--- src/rtl/spectro_frame_receiver.sv ---
// Deserializes the 2-lane spectrogram readout into a timestamp plus ch1/ch2 sample pairs per frame.
// Optional FRAME_CHECKSUM_EN adds frame_checksum, the mod-256 sum of all sample pairs in a frame.
module spectro_frame_receiver #(
    parameter int TIME_BITS   = 32,
    parameter int SAMPLE_BITS = 3,
    parameter int MAX_SAMPLES = 511
) (
    input  logic                   clk,
    input  logic                   reset,
    input  logic [1:0]             serial_in,
    input  logic                   sending_data,
    input  logic                   sl_time,
    input  logic                   sl_ch,
    output logic [TIME_BITS-1:0]   event_time,
    output logic                   time_valid,
    output logic [SAMPLE_BITS-1:0] sample_ch1,
    output logic [SAMPLE_BITS-1:0] sample_ch2,
    output logic [8:0]             sample_idx,
    output logic                   sample_valid,
    output logic                   frame_done,
    output logic                   frame_error
`ifdef FRAME_CHECKSUM_EN
    ,
    output logic [7:0]             frame_checksum
`endif
);

    localparam logic [1:0] S_IDLE   = 2'd0;
    localparam logic [1:0] S_TIME   = 2'd1;
    localparam logic [1:0] S_WAIT   = 2'd2;
    localparam logic [1:0] S_SAMPLE = 2'd3;

    localparam int CNT_W = $clog2(TIME_BITS);
    localparam logic [CNT_W-1:0] LAST_TIME_BIT   = CNT_W'(TIME_BITS - 1);
    localparam logic [CNT_W-1:0] LAST_SAMPLE_BIT = CNT_W'(SAMPLE_BITS - 1);
    localparam logic [8:0]       MAX_CNT         = 9'(MAX_SAMPLES);

    logic [1:0]             state;
    logic [CNT_W-1:0]       bit_cnt;
    logic [8:0]             sample_cnt;
    // Shift registers hold only the bits already received; the incoming bit completes the word.
    logic [TIME_BITS-2:0]   time_sr;
    logic [SAMPLE_BITS-2:0] ch1_sr;
    logic [SAMPLE_BITS-2:0] ch2_sr;
    logic [TIME_BITS-1:0]   time_next;
    logic [SAMPLE_BITS-1:0] ch1_next;
    logic [SAMPLE_BITS-1:0] ch2_next;
`ifdef FRAME_CHECKSUM_EN
    logic [7:0]             sum;
`endif

    assign time_next = {time_sr, serial_in[0]};
    assign ch1_next  = {ch1_sr, serial_in[0]};
    assign ch2_next  = {ch2_sr, serial_in[1]};

    always_ff @(posedge clk) begin
        if (reset) begin
            state        <= S_IDLE;
            bit_cnt      <= '0;
            sample_cnt   <= '0;
            time_sr      <= '0;
            ch1_sr       <= '0;
            ch2_sr       <= '0;
            event_time   <= '0;
            time_valid   <= 1'b0;
            sample_ch1   <= '0;
            sample_ch2   <= '0;
            sample_idx   <= '0;
            sample_valid <= 1'b0;
            frame_done   <= 1'b0;
            frame_error  <= 1'b0;
`ifdef FRAME_CHECKSUM_EN
            sum            <= '0;
            frame_checksum <= '0;
`endif
        end else begin
            time_valid   <= 1'b0;
            sample_valid <= 1'b0;
            frame_done   <= 1'b0;
            frame_error  <= 1'b0;
            case (state)
                S_IDLE: begin
                    if (sending_data && sl_time) begin
                        state   <= S_TIME;
                        bit_cnt <= '0;
`ifdef FRAME_CHECKSUM_EN
                        sum     <= '0;
`endif
                    end
                end
                S_TIME: begin
                    if (!sending_data || sl_time || sl_ch) begin
                        frame_error <= 1'b1;
                        state       <= S_IDLE;
                    end else begin
                        time_sr <= time_next[TIME_BITS-2:0];
                        bit_cnt <= bit_cnt + 1'b1;
                        if (bit_cnt == LAST_TIME_BIT) begin
                            event_time <= time_next;
                            time_valid <= 1'b1;
                            sample_cnt <= '0;
                            sample_idx <= '0;
                            state      <= S_WAIT;
                        end
                    end
                end
                S_WAIT: begin
                    if (!sending_data) begin
                        if (sample_cnt != '0) begin
                            frame_done <= 1'b1;
`ifdef FRAME_CHECKSUM_EN
                            frame_checksum <= sum;
`endif
                        end else begin
                            frame_error <= 1'b1;
                        end
                        state <= S_IDLE;
                    end else if (sl_time) begin
                        frame_error <= 1'b1;
                        state       <= S_IDLE;
                    end else if (sl_ch) begin
                        bit_cnt <= '0;
                        state   <= S_SAMPLE;
                    end
                end
                default: begin // S_SAMPLE
                    if (!sending_data) begin
                        frame_error <= 1'b1;
                        state       <= S_IDLE;
                    end else begin
                        ch1_sr  <= ch1_next[SAMPLE_BITS-2:0];
                        ch2_sr  <= ch2_next[SAMPLE_BITS-2:0];
                        bit_cnt <= bit_cnt + 1'b1;
                        if (bit_cnt == LAST_SAMPLE_BIT) begin
                            if (sample_cnt == MAX_CNT) begin
                                frame_error <= 1'b1;
                                state       <= S_IDLE;
                            end else begin
                                sample_ch1   <= ch1_next;
                                sample_ch2   <= ch2_next;
                                sample_idx   <= sample_cnt;
                                sample_valid <= 1'b1;
                                sample_cnt   <= sample_cnt + 1'b1;
`ifdef FRAME_CHECKSUM_EN
                                sum <= sum + 8'(ch1_next) + 8'(ch2_next);
`endif
                                // A strobe on the final bit cycle chains straight into the next pair.
                                bit_cnt <= '0;
                                state   <= sl_ch ? S_SAMPLE : S_WAIT;
                            end
                        end
                    end
                end
            endcase
        end
    end

endmodule

--- config.mk ---
export PLATFORM = sky130hd
export DESIGN_NAME = spectro_frame_receiver
export DESIGN_NICKNAME = d
export VERILOG_FILES = /design/src/rtl/spectro_frame_receiver.sv
export SDC_FILE = /design/constraint.sdc
export NUM_CORES = 1
export LEC_CHECK = 0
export ABC_AREA = 1
export ABC_CLOCK_PERIOD_IN_PS = 2950
export CAP_MARGIN = 20
export CORE_MARGIN = 4
export CORE_UTILIZATION = 35
export CTS_BUF_LIST = sky130_fd_sc_hd__clkbuf_4
export DETAILED_ROUTE_END_ITERATION = 10
export SETUP_SLACK_MARGIN = 0.2
export SLEW_MARGIN = 10
export SYNTH_ARGS = -nofsm -noshare
export SYNTH_HDL_FRONTEND = slang
export SYNTH_SLANG_ARGS = --single-unit
--- constraint.sdc ---
create_clock -name clk -period 2.95 [get_ports clk]
set_input_delay 0.295 -clock clk [delete_from_list [all_inputs] [get_ports clk]]
set_output_delay 0.295 -clock clk [all_outputs]
set_load 0.02 [all_outputs]
* Yosys cells after proc, flatten, opt, wreduce, memory -nomap -nowiden
Cells that the tools add are included.
W data, S select, Z words.
** Word-level totals
- Register bits :: 102
- Word-level logic and storage cells :: 101
** Cells by class
- Add/subtract/negate cells :: 2
- Equality and inequality tests :: 15
- Muxes and demuxes :: 41
- Bitwise gates (word level) :: 8
- Reductions and logical operators :: 21
** Operators by type and width (number)
- $mux W9 :: 8
- $mux W5 :: 8
- $pmux W9 S2 :: 2
- $mux W2 :: 9
- $pmux W5 S3 :: 1
- $ne A2 B2 Y1 const B :: 6
- $reduce_and A6 Y1 :: 2
- $mux W1 :: 11
- $add A9 B1 Y9 const B :: 1
- $eq A9 B9 Y1 const B :: 1
- $reduce_bool A9 Y1 :: 1
- $reduce_or A3 Y1 :: 3
- $not A1 Y1 :: 8
- $reduce_and A4 Y1 :: 2
- $pmux W2 S3 :: 1
- $reduce_or A6 Y1 :: 1
- $add A5 B1 Y5 const B :: 1
- $eq A5 B2 Y1 const B :: 1
- $eq A5 B5 Y1 const B :: 1
- $ne A5 B1 Y1 const B :: 1
- $ne A4 B4 Y1 const B :: 1
- $reduce_and A2 Y1 :: 2
- $reduce_bool A2 Y1 :: 2
- $ne A3 B3 Y1 const B :: 1
- 11 further kinds :: 12

* Logic depth before layout (Yosys ltp)
- Depth after elaboration :: 5
- Gate-level depth with buffers :: 12
- Mapped depth without buffers :: 11

* Worst setup path after synthesis
Ideal clock, no wire load.
- Kind :: reg-to-reg
- Start :: register sample_cnt[0]
- End :: register sample_idx[2]
- Arrival time :: 1903 ps
- Slack :: 977 ps
- Cell stages (with the launch flop) :: 12
- Buffers on the path :: 1
- Cells stage by stage :: dfxtp_1 > ha_1 > nand2_1 > nor4_1 > ha_1 > inv_1 > nand4_1 > nand2_2 > nand2_2 > buf_2 > nand2_1 > a21oi_1
** Between the ends
- Longest elaborated chain between the ends :: 3
** RTL lines
- from (decl) :: RTL line 40 : logic [8:0] sample_cnt;
- from (signal assigned) :: RTL line 143 : sample_cnt <= sample_cnt + 1'b1;
- $eq A9 B9 Y1 :: RTL line 135 : if (sample_cnt == MAX_CNT) begin
- $ne A2 B1 Y1 (no source line)
- $reduce_and A6 Y1 (no source line)
- to (signal assigned) :: RTL line 141 : sample_idx <= sample_cnt;
- to (decl) :: RTL line 18 : output logic [8:0] sample_idx,
No other way between the ends.
A chain may end at the register's enable or synchronous reset.

* Worst setup path after layout
- Start :: register sample_cnt[0]
- End :: register sample_cnt[8]
** Between the ends
- Longest elaborated chain between the ends :: 5
** RTL lines
- $add A9 B1 Y9 :: RTL line 143
- $mux W9 :: RTL line 135
- $mux W9 :: RTL line 134 : if (bit_cnt == LAST_SAMPLE_BIT) begin
- $mux W9 :: RTL line 127 : if (!sending_data) begin
- $pmux W9 S2 :: RTL line 81 : case (state)
Several ways; a longest one is shown, not always the timed one. The select of a mux whose other input is x is not followed.

==> results.toml <==
[timing]
final.setup.tns_ps = 0
fin_hold_ws_ps = 441
hold_viol_final = 0
worst_slew_pin_slew_ps = 672
setup_viol = 0
fin_crit_sh_pct = 81.0
finalClockSkew_ps = 14.3
rsz0062_at_grt = "no"
slew_violations = 0
max_freq_mhz = 418
relSlewSlack_pct = 55.2
period_minus_slack_ps = 2390

[synth]
synthMuxAreaShare_pct = 0
synth_seq_cells = 102
yosysUniqueCellTypes = 30
ys_warn_count = 0
synth_compound_area_share_pct = 13.3
synth-simple-area-share_pct = 26.2
ys_seq_area_share_pct = 48.8
syn_inst = 546
syn_area_mm2 = 0.00418
synth_nets = 564
synthAdderAreaFrac_pct = 3.29
avgSynthCellArea_um2 = 7.66
synth_xor_area_share_pct = 0.210
synth_top_family_by_area = "simple AND/OR/NAND/NOR gates"

[routing]
drt_pass1_iterations = 4
drtIter0Drc = 170
via_count = 3547
routed_via_density = 4.81
post_drt_wl_per_cell_um = 12.8
ant_nets = 0
routed_wl_um = 9420
drcViolationCount = 0

[layout]
drive_gt1_share_pct = 5.89
layout_commonest_cell = "dfxtp_1"
area_delta_synth_final_pct = 18.0
finalInstanceArea_mm2 = 0.00493
layout_common_cells = "102 x dfxtp_1, 96 x nand2_1, 69 x nor2_1"
instances_no_fill = 738
fillers = 1194
nNetsFinal = 607

[placed_design]
placed_cell_area_mm2 = 0.00481
numPortBuffers = 57
gp_congestion = 0.852
dp_cells = 721
dp_hpwl_um = 6360

[floorplanning]
core_mm2 = 0.0116
die_area_mm2 = 0.0138
io_pins = 58
initial_core_util_pct = 36.1
die_w_um = 117
die_y_um = 117
fp-row-count = 39

[cts]
clk_pin_slew_ps = 160
insertion_delay_ps = 450
root_buffer = "clkbuf_4"
cts_tree = "built"
clockBufferDepth = 2
ctsHtreeMaxLevel = 3
clock-sinks = 102
cts_buffers = 9

[grt]
grt_pass1_wl_um = 15700
antenna_found_initial = 1
first_global_vias = 3326
grt_max_degree = 72
grt_usage_pct = 14.3
grt_overflow_total = 0

[run]
drv_cap = 0

[pwr]
power_density_mw_per_mm2 = 561
leakage_nw = 1.91
ir_drop_mv = 0.296
power_mw = 2.77

[critical_path]
startpoint_type = "flip-flop"
cp_max_fo = 20
cp-end-kind = "flip-flop"
cp.required_ps = 3340
crit_type = "flip-flop to flip-flop"
worstPathArrival_ps = 2780

[outcome]
status = "complete, no violations"

[min_path]
holdCritPathClass = "input port to flip-flop"
==> final timing paths <==
kind / startpoint / to / slack (ps) / cells past startpoint
worst max-delay path: sample_cnt[0] / sample_cnt[8] / 560 / 10
worst max register to register: sample_cnt[0] / sample_cnt[8] / 560 / 10
worst min-delay path: serial_in[1] / sample_ch2[0] / 440 / 3
worst min register to register: time_sr[23] / event_time[24] / 470 / 2
==> state kept, by name, summed over array words and instances (netlist names), 3 cells and up <==
signal      count
bit_cnt         5
event_time     32
sample_ch1      3
sample_ch2      3
sample_cnt      9
sample_idx      9
time_sr        31
==> worst max-delay path, stage by stage (launching register included) <==
cell	delay (ps)
dfxtp_1	460
ha_1	250
nand2_1	100
nor4_1	360
ha_1	220
inv_1	50
nand4_1	110
nand2_2	260
nand2_4	270
o21ai_2	110
nor2_1	140
==> report_power, final <==
part	internal [mW]	leakage, nW	switching (mW)	total [mW]
clock	0.188	0.0611	0.463	0.651
combinational	0.195	1.02	0.432	0.627
sequential	1.44	0.823	0.0455	1.49
==> cells by family after synthesis <==
group	after synthesis
simple gates	248
compound gates	107
flops	102
buf+inv	77
fa+ha+maj	11
xor+xnor	1
==> timing repair <==
item | in CTS | in global routing
hold buffers | 0 | 0
setup endpoints to repair | 0 | 7
resized for setup | 0 | 1
buffers inserted | 0 | 0
==> final cells by class <==
| type | count | area [um^2] | share of cell area, % |
|---|---|---|---|
| flip-flops and latches | 102 | 2040 | 41.4 |
| multi-input cells | 367 | 1800 | 36.5 |
| repair buffers | 63 | 616 | 12.5 |
| well taps | 143 | 179 | 3.63 |
| inverters | 46 | 173 | 3.50 |
| clock buffers | 10 | 75.1 | 1.52 |
| clock inverters | 6 | 45.0 | 0.913 |
| diodes | 1 | 2.50 | 0.0507 |
==> per-layer routing <==
metal	vias to the layer above	wire length [um]	track usage, %
met5	-	0	0
met4	0	91	3.21
met3	5	410	4.68
met2	52	4120	22.3
met1	1606	4790	19.3
li1	1884	-	-
==> synth_stat cells, drive strengths merged <==
master  count  area, um^2
nand4      19         119
nor2       70         270
inv        46         173
o31ai       1        7.51
clkbuf     14        52.6
dfxtp     102        2040
xor2        1        8.76
nand2     101         397
a211oi      3        22.5
nor4        2        12.5
or2         1        6.26
o21ai      54         274
nand3      51         268
ha         11         138
nor3        4        25.0
a21oi      48         244
buf        17         115
a31oi       1        6.26
==> through the flow <==
step / setup slack, ps / util, %
6_report: 560 / 42.7
5_1_grt: 270 / 42.7
4_1_cts: 425 / 42.6
3_5_place_dp: 470 / 41.6
3_3_place_gp: 533 / 41.6
2_1_floorplan: 977 / -
Note: power is estimated with default switching activity, not from simulation.
